<file path="config.mk">
export PLATFORM = sky130hd
export DESIGN_NAME = riscv_perf_monitor
export DESIGN_NICKNAME = d
export VERILOG_FILES = /design/src/rtl/riscv_perf_monitor_pkg.sv /design/src/rtl/riscv_perf_counter.sv /design/src/rtl/riscv_perf_monitor.sv
export SDC_FILE = /design/constraint.sdc
export NUM_CORES = 2
export LEC_CHECK = 0
export ABC_CLOCK_PERIOD_IN_PS = 4000
export BUFFER_PORTS_ARGS = -buffer_cell sky130_fd_sc_hd__buf_4
export CORE_ASPECT_RATIO = 1.25
export CORE_MARGIN = 3
export CORE_UTILIZATION = 50
export DETAILED_ROUTE_END_ITERATION = 7
export PLACE_DENSITY = 0.77
export REMOVE_ABC_BUFFERS = 1
export SLEW_MARGIN = 20
export SYNTH_ARGS = -nofsm -noshare
export SYNTH_HDL_FRONTEND = slang
export SYNTH_HIERARCHICAL = 1
export SYNTH_SLANG_ARGS = --single-unit
</file>
<file path="constraint.sdc">
create_clock -name clk -period 4 [get_ports clk]
set_input_delay 0.2 -clock clk [delete_from_list [all_inputs] [get_ports clk]]
set_output_delay 0.2 -clock clk [all_outputs]
set_load 0.1 [all_outputs]
</file>
<file path="src/rtl/riscv_perf_monitor_pkg.sv">
// Shared definitions for the performance-monitor unit: counter indices,
// register address constants and CTRL bit positions.
package riscv_perf_monitor_pkg;

  typedef enum logic [2:0] {
    CYCLE    = 3'd0,
    INSTRET  = 3'd1,
    DUAL     = 3'd2,
    BR_TOTAL = 3'd3,
    BR_HIT   = 3'd4,
    BR_MISS  = 3'd5
  } perf_cnt_e;

  localparam int PERF_NUM_CNT = 6;

  localparam logic [3:0] PERF_ADDR_STATUS = 4'hC;
  localparam logic [3:0] PERF_ADDR_CTRL   = 4'hD;

  localparam int PERF_CTRL_EN      = 0;
  localparam int PERF_CTRL_CLR     = 1;
  localparam int PERF_CTRL_OVF_CLR = 2;

endpackage

</file>
<file path="src/rtl/riscv_perf_counter.sv">
// One wrapping event counter: adds inc (0..2) per enabled cycle and pulses
// carry when the addition runs out of the MSB.
module riscv_perf_counter #(
  parameter int CNT_WIDTH = 64
) (
  input  logic                 clk,
  input  logic                 rst,
  input  logic [1:0]           inc,
  input  logic                 en,
  input  logic                 clr,
  output logic [CNT_WIDTH-1:0] count,
  output logic                 carry
);

  logic [CNT_WIDTH-1:0] count_q;
  logic [CNT_WIDTH:0]   sum;

  assign sum   = {1'b0, count_q} + {{(CNT_WIDTH-1){1'b0}}, inc};
  // A clear in the same cycle discards the event, so it cannot overflow either.
  assign carry = en & ~clr & sum[CNT_WIDTH];
  assign count = count_q;

  always_ff @(posedge clk or posedge rst) begin
    if (rst) begin
      count_q <= '0;
    end else if (clr) begin
      count_q <= '0;
    end else if (en) begin
      count_q <= sum[CNT_WIDTH-1:0];
    end
  end

endmodule

</file>
<file path="src/rtl/riscv_perf_monitor.sv">
// Performance monitor: six event counters behind a 32-bit register port with
// atomic hi/lo reads via a shadow register and sticky overflow interrupt.
module riscv_perf_monitor
  import riscv_perf_monitor_pkg::*;
#(
  parameter int   CNT_WIDTH = 64,
  parameter logic EN_RESET  = 1'b1
) (
  input  logic        clk,
  input  logic        rst,
  input  logic        issue_valid_0,
  input  logic        issue_valid_1,
  input  logic        bp_resolve,
  input  logic        bp_correct,
  input  logic [3:0]  reg_addr,
  input  logic        reg_rd,
  input  logic        reg_wr,
  input  logic [31:0] reg_wdata,
  output logic [31:0] reg_rdata,
  output logic        reg_rvalid,
  output logic        ovf_irq
);

  logic [1:0]              inc    [PERF_NUM_CNT];
  logic [CNT_WIDTH-1:0]    cnt    [PERF_NUM_CNT];
  logic [31:0]             cnt_hi [PERF_NUM_CNT];
  logic [PERF_NUM_CNT-1:0] carry;

  logic                    enable_q;
  logic [PERF_NUM_CNT-1:0] ovf_q;
  logic [31:0]             shadow_hi;
  logic [2:0]              shadow_idx;
  logic                    shadow_vld;

  logic        ctrl_wr;
  logic        cnt_clr;
  logic        ovf_clr;
  logic        is_cnt_addr;
  logic [2:0]  cnt_sel;
  logic [31:0] rd_mux;
  logic        wdata_unused;

  assign inc[CYCLE]    = 2'd1;
  assign inc[INSTRET]  = {1'b0, issue_valid_0} + {1'b0, issue_valid_1};
  assign inc[DUAL]     = {1'b0, issue_valid_0 & issue_valid_1};
  assign inc[BR_TOTAL] = {1'b0, bp_resolve};
  assign inc[BR_HIT]   = {1'b0, bp_resolve & bp_correct};
  assign inc[BR_MISS]  = {1'b0, bp_resolve & ~bp_correct};

  assign ctrl_wr      = reg_wr && (reg_addr == PERF_ADDR_CTRL);
  assign cnt_clr      = ctrl_wr && reg_wdata[PERF_CTRL_CLR];
  assign ovf_clr      = ctrl_wr && reg_wdata[PERF_CTRL_OVF_CLR];
  assign wdata_unused = ^reg_wdata[31:3];

  // Counters see the enable from before this cycle's CTRL write.
  for (genvar g = 0; g < PERF_NUM_CNT; g++) begin : g_cnt
    riscv_perf_counter #(
      .CNT_WIDTH(CNT_WIDTH)
    ) u_cnt (
      .clk   (clk),
      .rst   (rst),
      .inc   (inc[g]),
      .en    (enable_q),
      .clr   (cnt_clr),
      .count (cnt[g]),
      .carry (carry[g])
    );
    assign cnt_hi[g] = 32'(cnt[g][CNT_WIDTH-1:32]);
  end

  assign cnt_sel     = reg_addr[3:1];
  assign is_cnt_addr = (reg_addr < PERF_ADDR_STATUS);

  always_comb begin
    rd_mux = '0;
    if (is_cnt_addr) begin
      if (!reg_addr[0]) begin
        rd_mux = cnt[cnt_sel][31:0];
      end else if (shadow_vld && (shadow_idx == cnt_sel)) begin
        rd_mux = shadow_hi;
      end else begin
        rd_mux = cnt_hi[cnt_sel];
      end
    end else if (reg_addr == PERF_ADDR_STATUS) begin
      rd_mux = {{(32-PERF_NUM_CNT){1'b0}}, ovf_q};
    end else if (reg_addr == PERF_ADDR_CTRL) begin
      rd_mux = {31'b0, enable_q};
    end
  end

  always_ff @(posedge clk or posedge rst) begin
    if (rst) begin
      enable_q   <= EN_RESET;
      ovf_q      <= '0;
      ovf_irq    <= 1'b0;
      shadow_hi  <= '0;
      shadow_idx <= '0;
      shadow_vld <= 1'b0;
    end else begin
      if (ctrl_wr) begin
        enable_q <= reg_wdata[PERF_CTRL_EN];
      end
      // A fresh carry beats a simultaneous ovf_clear.
      ovf_q   <= (ovf_clr ? '0 : ovf_q) | carry;
      ovf_irq <= |ovf_q;
      if (reg_rd && is_cnt_addr && !reg_addr[0]) begin
        shadow_hi  <= cnt_hi[cnt_sel];
        shadow_idx <= cnt_sel;
        shadow_vld <= 1'b1;
      end
    end
  end

  // Read handshake: reg_rd is a single-cycle strobe with no backpressure;
  // reg_rvalid pulses exactly one cycle later and reg_rdata holds otherwise.
  always_ff @(posedge clk or posedge rst) begin
    if (rst) begin
      reg_rdata  <= '0;
      reg_rvalid <= 1'b0;
    end else begin
      reg_rvalid <= reg_rd;
      if (reg_rd) begin
        reg_rdata <= rd_mux;
      end
    end
  end

endmodule

</file>
==> summary.txt <==
Clock tree
  • Later-pin clock latency in the skew report: a little over 0.6 ns
  • CTS tree: yes
  • Clock sink count: about 460
  • Clock slew at reported path FFs: 0.06 ns
  • Clk root buf: clkbuf_16
  • H-tree depth: 2
  • CTS Buffer Depth: 3
  • Cts bufs inserted: between 40 and 50

STA
  • Unrepaired setup endpoints after global routing: no
  • Slew HR: 0.2270
  • Setup Skew: 0.02390 ns
  • Fin crit share: 0.8596
  • Tightest Pin Transition: between 1 and 1.5 ns
  • Setup TNS: 0 ns
  • Setup violations, final: 0
  • Fmax: just under 300 MHz
  • Min Tclk post-route: between 3 and 4 ns
  • Final Slew Violations: 0
  • Hold Vio Cnt, Final: 0

Synth
  • Top cells by count, synth: dfrtp_1 (460), nor2_1 (414), mux2i_1 (197), a21oi_1 (195), xor2_1 (162)
  • Ys async rst share: 1.000
  • Yosys reg bits: about 460
  • Cell taking the most area after synthesis: dfrtp_1
  • Syn Inst Count: 2944
  • Post-synthesis cell type count: between 60 and 70
  • Synth area leaders: dfrtp_1 (42%), mux2i_1 (7.2%), nor2_1 (5.7%)
  • Syn Std Cell Area: ~27000 um^2
  • Top-count cell post-synth: dfrtp_1
  • Syn. warnings: 6
  • Seq/Total Area, Yosys: 0.4236
  • Count of flip-flops with a built-in enable after synthesis: 0
  • Yosys top cell area share: 0.4227
  • Syn Area/Cell: between 9 and 10 um^2
  • Post-synth top flop: dfrtp_1

Placed design
  • Post-DP HPWL: between 50000 and 60000 um
  • IO buf count: 48
  • Placed cell count: about 3600
  • Routability Congestion: between 0.9 and 1
  • Area after DPL: approximately 28000 um^2

Critical path
  • CP Launch Type: flip-flop
  • CP most frequent cell: nand3_1
  • CP bufs+invs: 1
  • Crit path largest cell delay: 0.69 ns
  • CP max FO: 29
  • Critical-path top delay cell: dfstp_2
  • Delay-heaviest family, CP: simple AND/OR/NAND/NOR gates
  • Worst-path cell chain: buf_4 > nand3_1 > nor4_2 > nand3_1 > nor4_1 > mux2_2
  • Required @ worst endpoint: 4.49 ns
  • Setup Crit Path Kind: flip-flop to flip-flop
  • Endpoint class of the critical path: flip-flop
  • Arrival @ worst endpoint: 3.92 ns

Worst hold path
  • Worst min-delay path class: input port to flip-flop

Pwr
  • Seq pwr share: 0.446
  • Worst IR Drop VDD: between 0.3 and 0.4 mV
  • Lkg Pwr: approximately 13 nW
  • Combinational group share of total power: 0.151
  • Internal: roughly 0.0083 W
  • Pwr dens: 399.2 nW/um^2
  • Final Power: around 0.012 W
  • Clk pwr share: 0.404
  • Sw Pwr: approximately 0.0036 W
  • Net Sw Frac: 0.2996

Route
  • # DRC: 0
  • DRT Wirelength: around 85000 um
  • DRT iter0 DRCs: 2728
  • Routed Antenna Nets: 0
  • Via density: 6.479
  • DR vias: about 24000
  • TritonRoute pass-1 iters: 7
  • DR WL/cell: 23.06 um

Outcome
  • Outcome: complete, no violations

Floorplanning
  • Ports: between 70 and 80
  • Die Wd: around 210 um
  • DIE HEIGHT: around 270 um
  • Row cnt: 95
  • Core area: 53850 um^2
  • Die ar.: around 57000 um^2
  • Initial Util: 0.5058

GRT
  • Grt ovf: 0
  • Via count of the first global-routing pass: between 20000 and 25000
  • Initial antenna violation count: 0
  • Largest net degree at the start of global routing: around 110
  • First-pass GRT wire length: around 130000 um
  • Gr usage total: 0.2911

Final layout
  • Layout cells sized above 1: 0.09602
  • Final nets: 2993
  • Post-route insts no fill: 3695
  • Ant diodes: 0
  • P&R area growth vs syn: 9.579%
  • Cell area after layout: 29840 um^2

Run
  • Maxcap violations: 0
## path summary, 6_finish.rpt
path | from | end | slack [ns] | cells after the start
max | enable_q | g_cnt[5].u_cnt/count[59] | 0.56 | 6
min | bp_resolve | g_cnt[3].u_cnt/count[0] | 0.02 | 4
max reg2reg | enable_q | g_cnt[5].u_cnt/count[59] | 0.56 | 6
min reg2reg | shadow_vld | shadow_vld | 0.49 | 1
max in group asynchronous | rst | g_cnt[1].u_cnt/count[18] | 2.62 | 4
min in group asynchronous | rst | g_cnt[3].u_cnt/count[52] | 0.21 | 3
## worst min-delay path, delay by kind of cell
family / cells / cell delay (ns)
adders and majority gates: 1 / 0.13
buffers and inverters: 1 / 0.11
and+or+nand+nor: 1 / 0.08
muxes: 1 / 0.06
## power by group through the flow
stage                     Clock, W  Combinational [W]  Sequential (W)
after floorplan                  0           0.000889         0.00561
after global placement           0            0.00171         0.00536
after detailed placement         0            0.00177         0.00538
after CTS                  0.00487            0.00178         0.00530
after global routing       0.00506            0.00193         0.00535
final                      0.00481            0.00179         0.00531
## metal layers
layer	share of wire	up-vias	global-route usage
li1	-	10690	-
met1	0.38	11880	0.3644
met2	0.47	1106	0.4736
met3	0.071	264	0.04020
met4	0.077	0	0.1936
met5	0	-	0
## registers in the layout, summed over array words and instances (netlist names)
| signal | count |
|---|---|
| ovf_irq | 1 |
| reg_rdata | 32 |
| ovf_q | 6 |
| shadow_idx | 3 |
| g_cnt.u_cnt/count | 384 |
| shadow_hi | 32 |
| reg_rvalid | 1 |
| shadow_vld | 1 |
| enable_q | 1 |
## final cells by class
type	count	area [um^2]
fill	4709	24000
multi-input combinational	2252	14600
sequential	461	11540
clock buffer	70	1438
tap	727	909.6
timing repair buffer	107	902.1
clock inverter	19	237.7
inverter	59	222.7
## timing repair
item / in CTS / in global routing
hold endpoints to repair: 241 / 0
hold buffers: 3 / 0
setup buffers: 0 / 0
resized for setup: 0 / 0
## cell usage in the layout, fill, tap and decap left out, types with 10 or more instances in the layout
master and n:
nand3_1 130, o21ai_1 31, dfrtp_1 460, o21ai_0 83
nand4_1 156, nor2_1 413, nor3_1 27, nand4_2 10
or3_1 74, xnor2_1 57, o22ai_1 36, nor4_2 16
nor4_1 45, o31ai_1 66, nand2_1 150, mux2i_1 197
a211oi_2 15, mux2_1 10, and3_1 41, nand2b_1 31
nor3_2 13, a21oi_1 195, and2_1 11, mux2_2 15
nor4b_1 21, inv_1 51, ha_1 13, conb_1 11
buf_4 96, xor2_1 162, nor2b_1 19, clkbuf_16 51
a221oi_1 20, or4_1 74, clkbuf_1 10, and4_1 27
## stage by stage
stage / worst slack (ns) / hold slack, ns / utilization
3_3_place_gp: 0.6529 / 0.2764 / 0.5226
3_5_place_dp: 0.6307 / 0.2852 / 0.5226
4_1_cts: 0.6612 / 0.004971 / 0.5542
6_report: 0.5616 / 0.02014 / 0.5542
5_1_grt: 0.4874 / 0.04839 / 0.5542
2_1_floorplan: -4.043 / 0.2314 / -
## cell families after synthesis
logic type | after synthesis | share of synthesized area
simple gates | 1291 | 0.2588
compound gates | 489 | 0.1099
flops | 461 | 0.4236
buf+inv | 240 | 0.04300
mux | 223 | 0.08357
xor+xnor | 219 | 0.07043
fa+ha+maj | 19 | 0.01038
other cells | 2 | 0.0002758
(Power assumes the default switching activity.)
